**src/rtl/native_master_pkg.sv**
```systemverilog
// native_master_pkg -- shared types and constants for native_reg_master.
//   sel_e     : target select encoding carried on req_sel
//   state_e   : command FSM states
//   STAT_*    : STATUS word bit offsets, relative to the end of the
//               fifo_word_count field (which occupies the LSBs)
//   req_t     : captured command fields (address kept separate: width is a
//               module parameter)
//   cfg_word  : packs CONFIG readback bits into a 32-bit word
package native_master_pkg;

  typedef enum logic [2:0] {
    SEL_COUNT  = 3'd0,
    SEL_CONFIG = 3'd1,
    SEL_STATUS = 3'd2,
    SEL_FIFO   = 3'd3,
    SEL_MEM    = 3'd4,
    SEL_IRQCLR = 3'd5
  } sel_e;

  typedef enum logic [1:0] {
    ST_IDLE,
    ST_EXEC,
    ST_WAIT,
    ST_RESP
  } state_e;

  // STATUS = {zeros, irq_pending, fifo_full, fifo_empty, lt_1k, word_count}
  localparam int STAT_LT1K_OFS  = 0;
  localparam int STAT_EMPTY_OFS = 1;
  localparam int STAT_FULL_OFS  = 2;
  localparam int STAT_IRQ_OFS   = 3;

  typedef struct packed {
    logic        write;
    logic [2:0]  sel;
    logic [31:0] wdata;
  } req_t;

  function automatic logic [31:0] cfg_word(input logic en, input logic dir,
                                           input logic ire);
    return {29'd0, ire, dir, en};
  endfunction

endpackage

```
**src/rtl/native_irq_latch.sv**
```systemverilog
// native_irq_latch -- rising-edge detector feeding a sticky pending flag.
// Only compiled when NATIVE_MASTER_IRQ_LATCH_EN is defined, which is also the
// only build that instantiates it.
//   clk, reset  : clock, synchronous active-low reset
//   irq_in      : raw peripheral interrupt level
//   clr         : one-cycle clear request (IRQCLR write)
//   irq_pending : sticky flag; a rising edge in the clear cycle wins
`ifdef NATIVE_MASTER_IRQ_LATCH_EN
module native_irq_latch (
  input  logic clk,
  input  logic reset,
  input  logic irq_in,
  input  logic clr,
  output logic irq_pending
);

  logic r_irq_q;
  logic r_pending;
  logic w_rise;

  assign w_rise      = irq_in & ~r_irq_q;
  assign irq_pending = r_pending;

  always_ff @(posedge clk) begin
    if (!reset) begin
      r_irq_q   <= 1'b0;
      r_pending <= 1'b0;
    end else begin
      r_irq_q <= irq_in;
      // set has priority so an edge arriving with the clear is not lost
      if (w_rise)   r_pending <= 1'b1;
      else if (clr) r_pending <= 1'b0;
    end
  end

endmodule
`endif

```
**src/rtl/native_reg_master.sv**
```systemverilog
// native_reg_master -- single-outstanding command master that turns a
// valid/ready request into strobes on a set of native peripheral ports
// (counter, config, FIFO, memory, interrupt) and returns a response.
//   clk, reset           : clock, synchronous active-low reset
//   req_*                : command channel (write, sel, addr, wdata)
//   rsp_*                : response channel (rdata, err)
//   count_*              : counter load / readback
//   config_we, *_in/_out : config load / readback, lt_1k_out status
//   fifo_*               : FIFO push/pop strobes, data and flags
//   mem_*                : synchronous memory port (1-cycle read latency)
//   irq_in, irq_pending  : interrupt input and status
// Optional feature: define NATIVE_MASTER_IRQ_LATCH_EN for a sticky,
// edge-triggered irq_pending cleared by an IRQCLR write. Without it,
// irq_pending is irq_in delayed one cycle and IRQCLR responds with an error.
module native_reg_master
  import native_master_pkg::*;
#(
  parameter int MEM_AW  = 8,
  parameter int FIFO_CW = 9
) (
  input  logic               clk,
  input  logic               reset,
  input  logic               req_valid,
  output logic               req_ready,
  input  logic               req_write,
  input  logic [2:0]         req_sel,
  input  logic [MEM_AW-1:0]  req_addr,
  input  logic [31:0]        req_wdata,
  output logic               rsp_valid,
  input  logic               rsp_ready,
  output logic [31:0]        rsp_rdata,
  output logic               rsp_err,
  output logic               count_we,
  output logic [31:0]        count_in,
  input  logic [31:0]        count_out,
  output logic               config_we,
  output logic               en_in,
  output logic               dir_in,
  output logic               ire_in,
  input  logic               en_out,
  input  logic               dir_out,
  input  logic               ire_out,
  input  logic               lt_1k_out,
  output logic               fifo_we,
  output logic               fifo_re,
  output logic [7:0]         fifo_data_in,
  input  logic [7:0]         fifo_data_out,
  input  logic [FIFO_CW-1:0] fifo_word_count,
  input  logic               fifo_empty,
  input  logic               fifo_full,
  output logic               mem_write_en,
  output logic [MEM_AW-1:0]  mem_address,
  output logic [31:0]        mem_data_in,
  input  logic [31:0]        mem_data_out,
  input  logic               irq_in,
  output logic               irq_pending
);

  state_e            r_state, w_state_n;
  req_t              r_req;
  logic [MEM_AW-1:0] r_addr;
  logic [31:0]       r_rdata;
  logic              r_err;

  logic        w_count_we, w_config_we, w_fifo_we, w_fifo_re, w_mem_we;
  logic [31:0] w_ex_rdata;
  logic        w_ex_err;
  logic [31:0] w_status;
  logic        w_irq_pending;

  // ---------------- interrupt status ----------------
`ifdef NATIVE_MASTER_IRQ_LATCH_EN
  logic w_irq_clr;

  native_irq_latch u_irq_latch (
    .clk         (clk),
    .reset       (reset),
    .irq_in      (irq_in),
    .clr         (w_irq_clr & reset),
    .irq_pending (w_irq_pending)
  );
`else
  logic r_irq_pending;

  always_ff @(posedge clk) begin
    if (!reset) r_irq_pending <= 1'b0;
    else        r_irq_pending <= irq_in;
  end

  assign w_irq_pending = r_irq_pending;
`endif

  assign irq_pending = w_irq_pending;

  // ---------------- STATUS word ----------------
  always_comb begin
    w_status                                = '0;
    w_status[FIFO_CW-1:0]                   = fifo_word_count;
    w_status[FIFO_CW + STAT_LT1K_OFS]       = lt_1k_out;
    w_status[FIFO_CW + STAT_EMPTY_OFS]      = fifo_empty;
    w_status[FIFO_CW + STAT_FULL_OFS]       = fifo_full;
    w_status[FIFO_CW + STAT_IRQ_OFS]        = w_irq_pending;
  end

  // ---------------- FSM state register ----------------
  always_ff @(posedge clk) begin
    if (!reset) r_state <= ST_IDLE;
    else        r_state <= w_state_n;
  end

  // ---------------- FSM next state + EXEC decode ----------------
  always_comb begin
    w_state_n   = r_state;
    w_count_we  = 1'b0;
    w_config_we = 1'b0;
    w_fifo_we   = 1'b0;
    w_fifo_re   = 1'b0;
    w_mem_we    = 1'b0;
`ifdef NATIVE_MASTER_IRQ_LATCH_EN
    w_irq_clr   = 1'b0;
`endif
    w_ex_rdata  = '0;
    w_ex_err    = 1'b0;
    case (r_state)
      ST_IDLE: if (req_valid) w_state_n = ST_EXEC;
      ST_EXEC: begin
        w_state_n = ST_RESP;
        case (r_req.sel)
          SEL_COUNT: begin
            if (r_req.write) w_count_we = 1'b1;
            else             w_ex_rdata = count_out;
          end
          SEL_CONFIG: begin
            if (r_req.write) w_config_we = 1'b1;
            else             w_ex_rdata  = cfg_word(en_out, dir_out, ire_out);
          end
          SEL_STATUS: begin
            if (r_req.write) w_ex_err   = 1'b1;
            else             w_ex_rdata = w_status;
          end
          SEL_FIFO: begin
            // full/empty turn the access into an error with no strobe
            if (r_req.write) begin
              if (fifo_full) w_ex_err  = 1'b1;
              else           w_fifo_we = 1'b1;
            end else begin
              if (fifo_empty) w_ex_err = 1'b1;
              else begin
                w_fifo_re = 1'b1;
                w_state_n = ST_WAIT;
              end
            end
          end
          SEL_MEM: begin
            if (r_req.write) w_mem_we  = 1'b1;
            else             w_state_n = ST_WAIT;
          end
          SEL_IRQCLR: begin
`ifdef NATIVE_MASTER_IRQ_LATCH_EN
            if (r_req.write) w_irq_clr = 1'b1;
            else             w_ex_err  = 1'b1;
`else
            w_ex_err = 1'b1;
`endif
          end
          default: w_ex_err = 1'b1;
        endcase
      end
      ST_WAIT: w_state_n = ST_RESP;
      ST_RESP: if (rsp_ready) w_state_n = ST_IDLE;
      default: w_state_n = ST_IDLE;
    endcase
  end

  // ---------------- command capture / response data ----------------
  always_ff @(posedge clk) begin
    if (!reset) begin
      r_req   <= '0;
      r_addr  <= '0;
      r_rdata <= '0;
      r_err   <= 1'b0;
    end else begin
      case (r_state)
        ST_IDLE: if (req_valid) begin
          r_req.write <= req_write;
          r_req.sel   <= req_sel;
          r_req.wdata <= req_wdata;
          r_addr      <= req_addr;
        end
        ST_EXEC: begin
          r_rdata <= w_ex_rdata;
          r_err   <= w_ex_err;
        end
        // read data is valid the cycle after address / fifo_re
        ST_WAIT: begin
          if (r_req.sel == SEL_MEM) r_rdata <= mem_data_out;
          else                      r_rdata <= {24'd0, fifo_data_out};
        end
        default: ;
      endcase
    end
  end

  // ---------------- outputs ----------------
  assign req_ready = (r_state == ST_IDLE);
  assign rsp_valid = (r_state == ST_RESP);
  assign rsp_rdata = r_rdata;
  assign rsp_err   = r_err;

  // strobes are also masked by reset so a reset landing on EXEC cannot pulse
  assign count_we     = w_count_we  & reset;
  assign config_we    = w_config_we & reset;
  assign fifo_we      = w_fifo_we   & reset;
  assign fifo_re      = w_fifo_re   & reset;
  assign mem_write_en = w_mem_we    & reset;

  assign count_in     = r_req.wdata;
  assign en_in        = r_req.wdata[0];
  assign dir_in       = r_req.wdata[1];
  assign ire_in       = r_req.wdata[2];
  assign fifo_data_in = r_req.wdata[7:0];
  assign mem_address  = r_addr;
  assign mem_data_in  = r_req.wdata;

endmodule
```
**config.mk**
```make
export PLATFORM = sky130hd
export DESIGN_NAME = native_reg_master
export DESIGN_NICKNAME = d
export VERILOG_FILES = /design/src/rtl/native_master_pkg.sv /design/src/rtl/native_irq_latch.sv /design/src/rtl/native_reg_master.sv
export SDC_FILE = /design/constraint.sdc
export NUM_CORES = 1
export LEC_CHECK = 0
export ABC_AREA = 1
export ABC_CLOCK_PERIOD_IN_PS = 3150
export BUFFER_PORTS_ARGS = -buffer_cell sky130_fd_sc_hd__buf_2
export CORE_AREA = 2 2 101 103
export DETAILED_ROUTE_END_ITERATION = 10
export DIE_AREA = 0 0 103 105
export HOLD_SLACK_MARGIN = 0.02
export PLACE_DENSITY = 0.86
export REMOVE_ABC_BUFFERS = 1
export SYNTH_ARGS = -nofsm -noshare
export SYNTH_HDL_FRONTEND = slang
export SYNTH_SLANG_ARGS = --single-unit
```
**constraint.sdc**
```tcl
create_clock -name clk -period 3.15 [get_ports clk]
set_clock_uncertainty 0.2 [all_clocks]
set_input_delay 0.4725 -clock clk [delete_from_list [all_inputs] [get_ports clk]]
set_output_delay 0.4725 -clock clk [all_outputs]
set_load 0.03 [all_outputs]
```
; ---- After elaboration in Yosys (flattened, before gate mapping)
; Cells that the tools add are included.
[word_totals]
reg_bits = 80
in_bits = 136
wordCells = 60
[op_classes]
eq_ne = 9
n_mux = 32
bitwise = 5
reduce_logical = 6
[op_table]
columns = cell, n
row1 = 32-bit case mux with 3 select lines, 1
row2 = 32-bit 2-to-1 mux, 2
row3 = 32-bit case mux with 2 select lines, 1
row4 = 1-bit 2-to-1 mux, 21
row5 = 13-bit 2-to-1 mux, 1
row6 = 2-bit case mux with 4 select lines, 1
row7 = 3-bit by 2-bit == test with 1-bit output (second input constant), 2
row8 = 1-bit bitwise AND, 5
row9 = 2-bit == test (second input constant), 2
row10 = 2-bit 2-to-1 mux, 2
row11 = 2-bit AND reduction, 2
row12 = 3-bit by 1-bit == test with 1-bit output (second input constant), 1
row13 = 3-bit == test (second input constant), 1
row14 = 3-bit zero test, 1
row15 = 3-bit 2-to-1 mux, 1
row16 = 1-bit case mux with 3 select lines, 1
row17 = 3-bit OR reduction, 1
row18 = 2-bit by 1-bit == test with 1-bit output (second input constant), 1
row19 = 2-bit zero test, 1
row20 = 2-bit by 1-bit inequality test with 1-bit output (second input constant), 1
row21 = 2-bit inequality test (second input constant), 1
row22 = 1-bit case mux with 2 select lines, 1
row23 = 2-bit nonzero test, 1

; ---- Logic depth before layout (Yosys ltp)
; Gate-level depths: netlist (run 1).
[depth]
ltp_word = 5
mapped_depth = 11
mapped_depth_nobuf = 9

; ---- Least setup slack after synthesis (run 1)
; No wires, ideal clock.
[synth_path]
path_kind = input to output
start = input port reset
end = output port fifo_we
t_arrival_ps = 1789
required_time_ps = 2477
slack_ps = 688
cell_stages = 3
path_cell_list = clkbuf_1 -> nand2_1 -> nor4_1
[synth_via]
elab_chain_cells = 1
[synth_lines]
columns = element, line
row1 = "start, declared", native_reg_master.sv:22  ; input logic reset,
row2 = 1-bit bitwise AND, native_reg_master.sv:213  ; assign fifo_we = w_fifo_we & reset;
row3 = "end, declared", native_reg_master.sv:44  ; output logic fifo_we,
; No other way between the ends.

; ---- Final worst setup path (run 1)
[layout_path]
start = register r_req[33] in the netlist's numbering
end = output port fifo_we
[layout_via]
elab_chain_cells = 4
[layout_lines]
columns = element, line
row1 = "start, declared", native_reg_master.sv:60  ; req_t r_req;
row2 = 3-bit by 2-bit == test with 1-bit output, native_reg_master.sv:128  ; case (r_req.sel)
row3 = 1-bit 2-to-1 mux, native_reg_master.sv:128
row4 = 1-bit 2-to-1 mux, native_reg_master.sv:124  ; case (r_state)
row5 = 1-bit bitwise AND, native_reg_master.sv:213
; No other way between the ends.

==> impl_metrics.yaml, run 1 <==
layout:
  n_antenna_cell: 0
  final_common_cell: "buf_2"
  final_cell_mix: "buf_2, nor2_1, nand2_1"
  nets: 906
  area_growth_pct: 23.03
  fill_cells: 1000
  drive_above_1_share_pct: 37.48
  fin_util_pct: 53.82
yosys:
  synth_seq_cells: 80
  avgSynthCellArea_um2: 7.039
  syn_area_mm2: 0.004217
  yosys_most_used_dff: "dfxtp_1"
  synth_cells: 599
  yosys.cell_types.count: 28
  ys_seq_area_share_pct: 37.98
  yosysWarnings: 0
  synthArstFlopShare_pct: 0
  synth-edff-count: 0
setup_path:
  required_ns: 2.48
  crit_arrival_ns: 2.05
  worstPathCellList: "nand2_1, nor4_1, buf_2"
  worst-path-max-fanout: 19
  critPathKind: "reg2out"
  endpoint_kind: "primary output"
  path_buf_inv: 1
  critical_path.slowest_cell: "dfxtp_1"
  r2r_cells: 6
  cpLargestDelayFamily: "flip-flops"
  cpPeakStageDelay_ns: 0.86
  startpoint_type: "flip-flop"
  crit_cells: 3
clock_network:
  cts_sinks: 80
  cts_resized: 0
  cts_tree: "yes"
  clk_pin_slew_ns: 0.09
  cts_setup_buffers: 0
  cts_buffers: 9
  root_buffer: "clkbuf_8"
  clkLatencyLatePin_ns: 0.35
  clk_path_buf_depth: 2
  hold_buffers: 0
  htreeDepth: 3
global_route:
  grt_remaining_overflow: 0
  grt_start_max_net_pins: 65
  gr-usage-all-layers_pct: 21.24
  grt_pass1_vias: 3850
  grt_first_pass_wirelength_um: 18180
  grt_antenna_before_repair: 0
sta:
  fin_tns_setup_ns: 0
  hold_violations: 0
  clock.fmax_ghz: 0.3667
  worst_pin_slew_ns: 1.050
  fin_crit_sh_pct: 86.58
  slew_headroom_pct: 29.57
  setup_viol: 0
  min_period_ns: 2.727
  rsz0062_at_grt: "false"
  finalMaxSlewViolations: 0
placement:
  place_congestion: 0.8584
  dp_hpwl_um: 8650
  io_buffers: 259
power_and_ir_drop:
  switchingPower_uw: 2825
  intPower_uw: 2632
  vdd.ir_drop.worst_uv: 455.6
  pwr-share-seq_pct: 30.1
  comb_power_share_pct: 56.0
  sw_frac_of_total_pct: 51.77
  p_leak_uw: 0.002783
  power_uw: 5457
  clkPwrFrac_pct: 13.9
  p_per_area_mw_per_mm2: 1052
drt:
  routed_wl_um: 11740
  vias_per_cell: 4.787
  vias: 4327
  final_antenna_net_count: 0
  drc: 0
  routedWlPerCell_um: 12.98
  drt_pass1_iterations: 5
  drtIter0Drc: 158
hold_path:
  holdPathStages: 3
  hp-class: "in2reg"
floorplanning:
  fp.dieH_um: 105
  design.die.area_mm2: 0.01082
  fp.dieW_um: 103
  coreArea_mm2: 0.009639
  initial_core_util_pct: 43.74
  num_rows: 36
  ios: 260
flow_run:
  drv_cap: 0
outcome:
  status: "finished clean"
==> sequential cells by signal, summed over array words and instances, names as in the netlist <==
| name | cells |
|---|---|
| rsp_err | 1 |
| mem_address | 8 |
| irq_pending | 1 |
| rsp_rdata | 32 |
| count_in | 32 |
| r_state | 2 |
| r_req | 4 |
==> final cells by class <==
type | count | area (um2) | share of cell area [%]
clock buffers | 10 | 127.6 | 2.460
clock inverters | 6 | 68.82 | 1.327
flip-flops and latches | 80 | 1602 | 30.87
well taps | 133 | 166.4 | 3.208
multi-input cells | 381 | 1775 | 34.23
repair buffers | 263 | 1326 | 25.57
inverters | 31 | 121.4 | 2.340
==> Yosys cell counts (2+ instances only) <==
library cell  number  area (um2)
nor2_8             2       40.04
nand3_1           36       180.2
inv_2              2       7.510
nand2_4            2       22.52
nor2_1           114       427.9
clkbuf_1          24       90.09
dfxtp_1           80        1602
buf_6              5       56.30
buf_4             74       555.5
a21oi_1           12       60.06
a31oi_1           18       112.6
buf_2              3       15.01
nand2_1          104       390.4
ha_1               4       50.05
nand3b_1           7       52.55
inv_1             27       101.4
o21ai_0           74       370.4
==> stage by stage <==
step	hold slack (ns)	setup slack (ns)	area [um2]	instances
2_1_floorplan	0.2816	0.2814	3496	492
3_3_place_gp	0.2605	0.8494	4991	888
3_5_place_dp	0.2701	0.8266	4991	888
4_1_cts	0.09323	0.4320	5187	904
5_1_grt	0.1014	0.2718	5187	904
6_report	0.1163	0.4226	5187	904
==> per-layer routing <==
layer | vias to the layer above | share of wire (%) | wire, um | global-route usage (%)
li1 | 2181 | - | - | -
met1 | 1921 | 39 | 4628 | 24.47
met2 | 205 | 50 | 5825 | 36.73
met3 | 20 | 8.7 | 1021 | 5.217
met4 | 0 | 2.2 | 263 | 8.835
met5 | - | 0 | 0 | 0
==> path summary, 6_finish.rpt <==
kind                        from              to  slack, ns
setup / recovery       r_req[33]         fifo_we       0.42
hold reg to reg   mem_address[2]  mem_address[2]       0.28
hold / removal            irq_in     irq_pending       0.12
setup reg to reg      r_state[0]  mem_address[7]       0.87
==> worst reg2reg max path, delay by kind of cell (launching register included) <==
family | cells | cell delay, ns
adder cells (fa/ha/maj) | 1 | 0.19
buffers and inverters | 2 | 0.89
flip-flops | 1 | 0.39
AND/OR/NAND/NOR | 3 | 0.50
==> logic make-up after synthesis <==
| logic type | synth area share (%) |
|---|---|
| AND/OR/NAND/NOR | 27.54 |
| AO/OA/AOI/OAI | 13.32 |
| adder cells (fa/ha/maj) | 1.187 |
| flip-flops | 37.98 |
| buffers and inverters | 19.97 |
==> power groups by stage <==
stage          logic, uW  registers, uW  clock network (uW)
2_1_floorplan       1180           2600                   0
3_3_place_gp        3040           1650                   0
3_5_place_dp        3080           1660                   0
4_1_cts             3090           1640                 779
5_1_grt             3370           1700                 829
6_report            3060           1640                 757
Power figures use the tool's default switching activity.
==> inputs of run 2 (changes only) <==
- RECOVER_POWER: default -> 100
==> run 2 against run 1 <==
  * The flow now finishes with violations (max-capacitance violations, max-slew violations)
  * Global-route usage did not move
  * Wire length rose by 1.0%
  * Fmax fell by 4.3%
  * Critical path depth rose by 1
  * Utilization fell by 1.7 points
  * Design area fell by 3.2%
  * Critical endpoint is now mem_write_en
==> impl_metrics.yaml, run 2 (synthesis results as in run 1) <==
floorplanning:
  num_rows: 36
  initial_core_util_pct: 43.74
  design.die.area_mm2: 0.01082
  fp.dieH_um: 105
  coreArea_mm2: 0.009639
  fp.dieW_um: 103
  ios: 260
global_route:
  gr-usage-all-layers_pct: 21.24
  grt_start_max_net_pins: 65
  grt_antenna_before_repair: 0
  grt_first_pass_wirelength_um: 18180
  grt_pass1_vias: 3850
  grt_remaining_overflow: 0
clock_network:
  cts_sinks: 80
  root_buffer: "clkbuf_8"
  clkLatencyLatePin_ns: 0.35
  clk_path_buf_depth: 2
  cts_setup_buffers: 0
  clk_pin_slew_ns: 0.09
  cts_buffers: 9
  cts_resized: 0
  htreeDepth: 3
  cts_tree: "yes"
  hold_buffers: 0
power_and_ir_drop:
  vdd.ir_drop.worst_uv: 441.9
  sw_frac_of_total_pct: 53.43
  clkPwrFrac_pct: 14.2
  p_per_area_mw_per_mm2: 1062
  p_leak_uw: 0.002315
  switchingPower_uw: 2851
  pwr-share-seq_pct: 31.1
  comb_power_share_pct: 54.7
  intPower_uw: 2485
  power_uw: 5336
sta:
  hold_violations: 0
  setup_viol: 0
  layout_setup_ws_ns: 0.3004
  min_period_ns: 2.850
  fin_tns_setup_ns: 0
  slew_headroom_pct: -4.070
  fin_crit_sh_pct: 90.46
  worst_pin_slew_ns: 1.561
  clock.fmax_ghz: 0.3509
  rsz0062_at_grt: "false"
  finalMaxSlewViolations: 47
placement:
  preCtsSetupSlack_ns: 0.8266
  dp_hpwl_um: 8650
  io_buffers: 259
  place_inst: 888
  place_congestion: 0.8584
setup_path:
  cpPeakStageDelay_ns: 0.65
  worstPathCellList: "nor2_2, nand2_4, nor2_1, buf_2"
  critPathKind: "reg2out"
  crit_arrival_ns: 2.18
  endpoint_kind: "primary output"
  critical_path.slowest_cell: "nor2_2"
  worst-path-max-fanout: 19
  startpoint_type: "flip-flop"
  required_ns: 2.48
drt:
  routed_wl_um: 11860
  top_layer_used: "met4"
  vias: 4329
  routedWlPerCell_um: 13.12
  vias_per_cell: 4.789
  drt_pass1_iterations: 4
  met3WireLength_um: 950
  final_antenna_net_count: 0
  routed-wl-met2_um: 5855
  drc: 0
  wl_met1_um: 4801
  drtIter0Drc: 172
layout:
  nets: 906
  seqCellArea_mm2: 0.001602
  final_cell_mix: "buf_2, clkbuf_1, nor2_1"
  layout.cells.non_filler: 904
  drive_above_1_share_pct: 21.40
  multi_input_area_mm2: 0.001768
  area_growth_pct: 19.11
  final_common_cell: "buf_2"
  fill_cells: 1054
  n_antenna_cell: 0
hold_path:
  hp-class: "in2reg"
outcome:
  violations: "max-capacitance violations, max-slew violations"
  status: "finished, violations left"
flow_run:
  drv_cap: 1
==> run 2: cell count changes in the layout (fill, tap and decap cells not counted), sizes merged <==
cell    delta
buf      -123
clkbuf   +123
==> run 2: power groups by stage <==
stage	logic, uW	registers, uW	clock network, uW
2_1_floorplan	1180	2600	0
4_1_cts	3090	1640	779
3_5_place_dp	3080	1660	0
3_3_place_gp	3040	1650	0
6_report	2920	1660	759
5_1_grt	3220	1710	829
==> run 2: path summary, 6_finish.rpt <==
kind | cells past startpoint | from | slack, ns | end
max | 4 | r_req[33] | 0.30 | mem_write_en
min reg2reg | 2 | mem_address[2] | 0.29 | mem_address[2]
min | 3 | irq_in | 0.12 | irq_pending
max reg2reg | 6 | r_state[0] | 0.55 | mem_address[0]
==> run 2: cell type report <==
type	instances	share of cell area, %
clock buffer	10	2.541
clock inverter	6	1.370
inverter	31	2.417
multi-input combinational	381	35.20
sequential	80	31.89
tap	133	3.313
timing repair buffer	263	23.27
==> run 2: routing by layer <==
metal	vias to the layer above	GRT usage (%)
met5	-	0
met4	0	8.835
met3	18	5.217
met2	193	36.73
met1	1938	24.47
li1	2180	-
==> run 2: stage by stage <==
| stage | hold WS, ns | cell area, um2 | util, % |
|---|---|---|---|
| 2_1_floorplan | 0.2816 | 3496 | - |
| 3_3_place_gp | 0.2605 | 4991 | 51.78 |
| 3_5_place_dp | 0.2701 | 4991 | 51.78 |
| 4_1_cts | 0.09323 | 5187 | 53.82 |
| 5_1_grt | 0.1014 | 5022 | 52.10 |
| 6_report | 0.1155 | 5022 | 52.10 |
==> run 2: worst max-delay path: cells and delay by family (launching register included) <==
kind,cells,cell delay (ns)
buf+inv,1,0.21
flops,1,0.57
simple gates,3,1.04
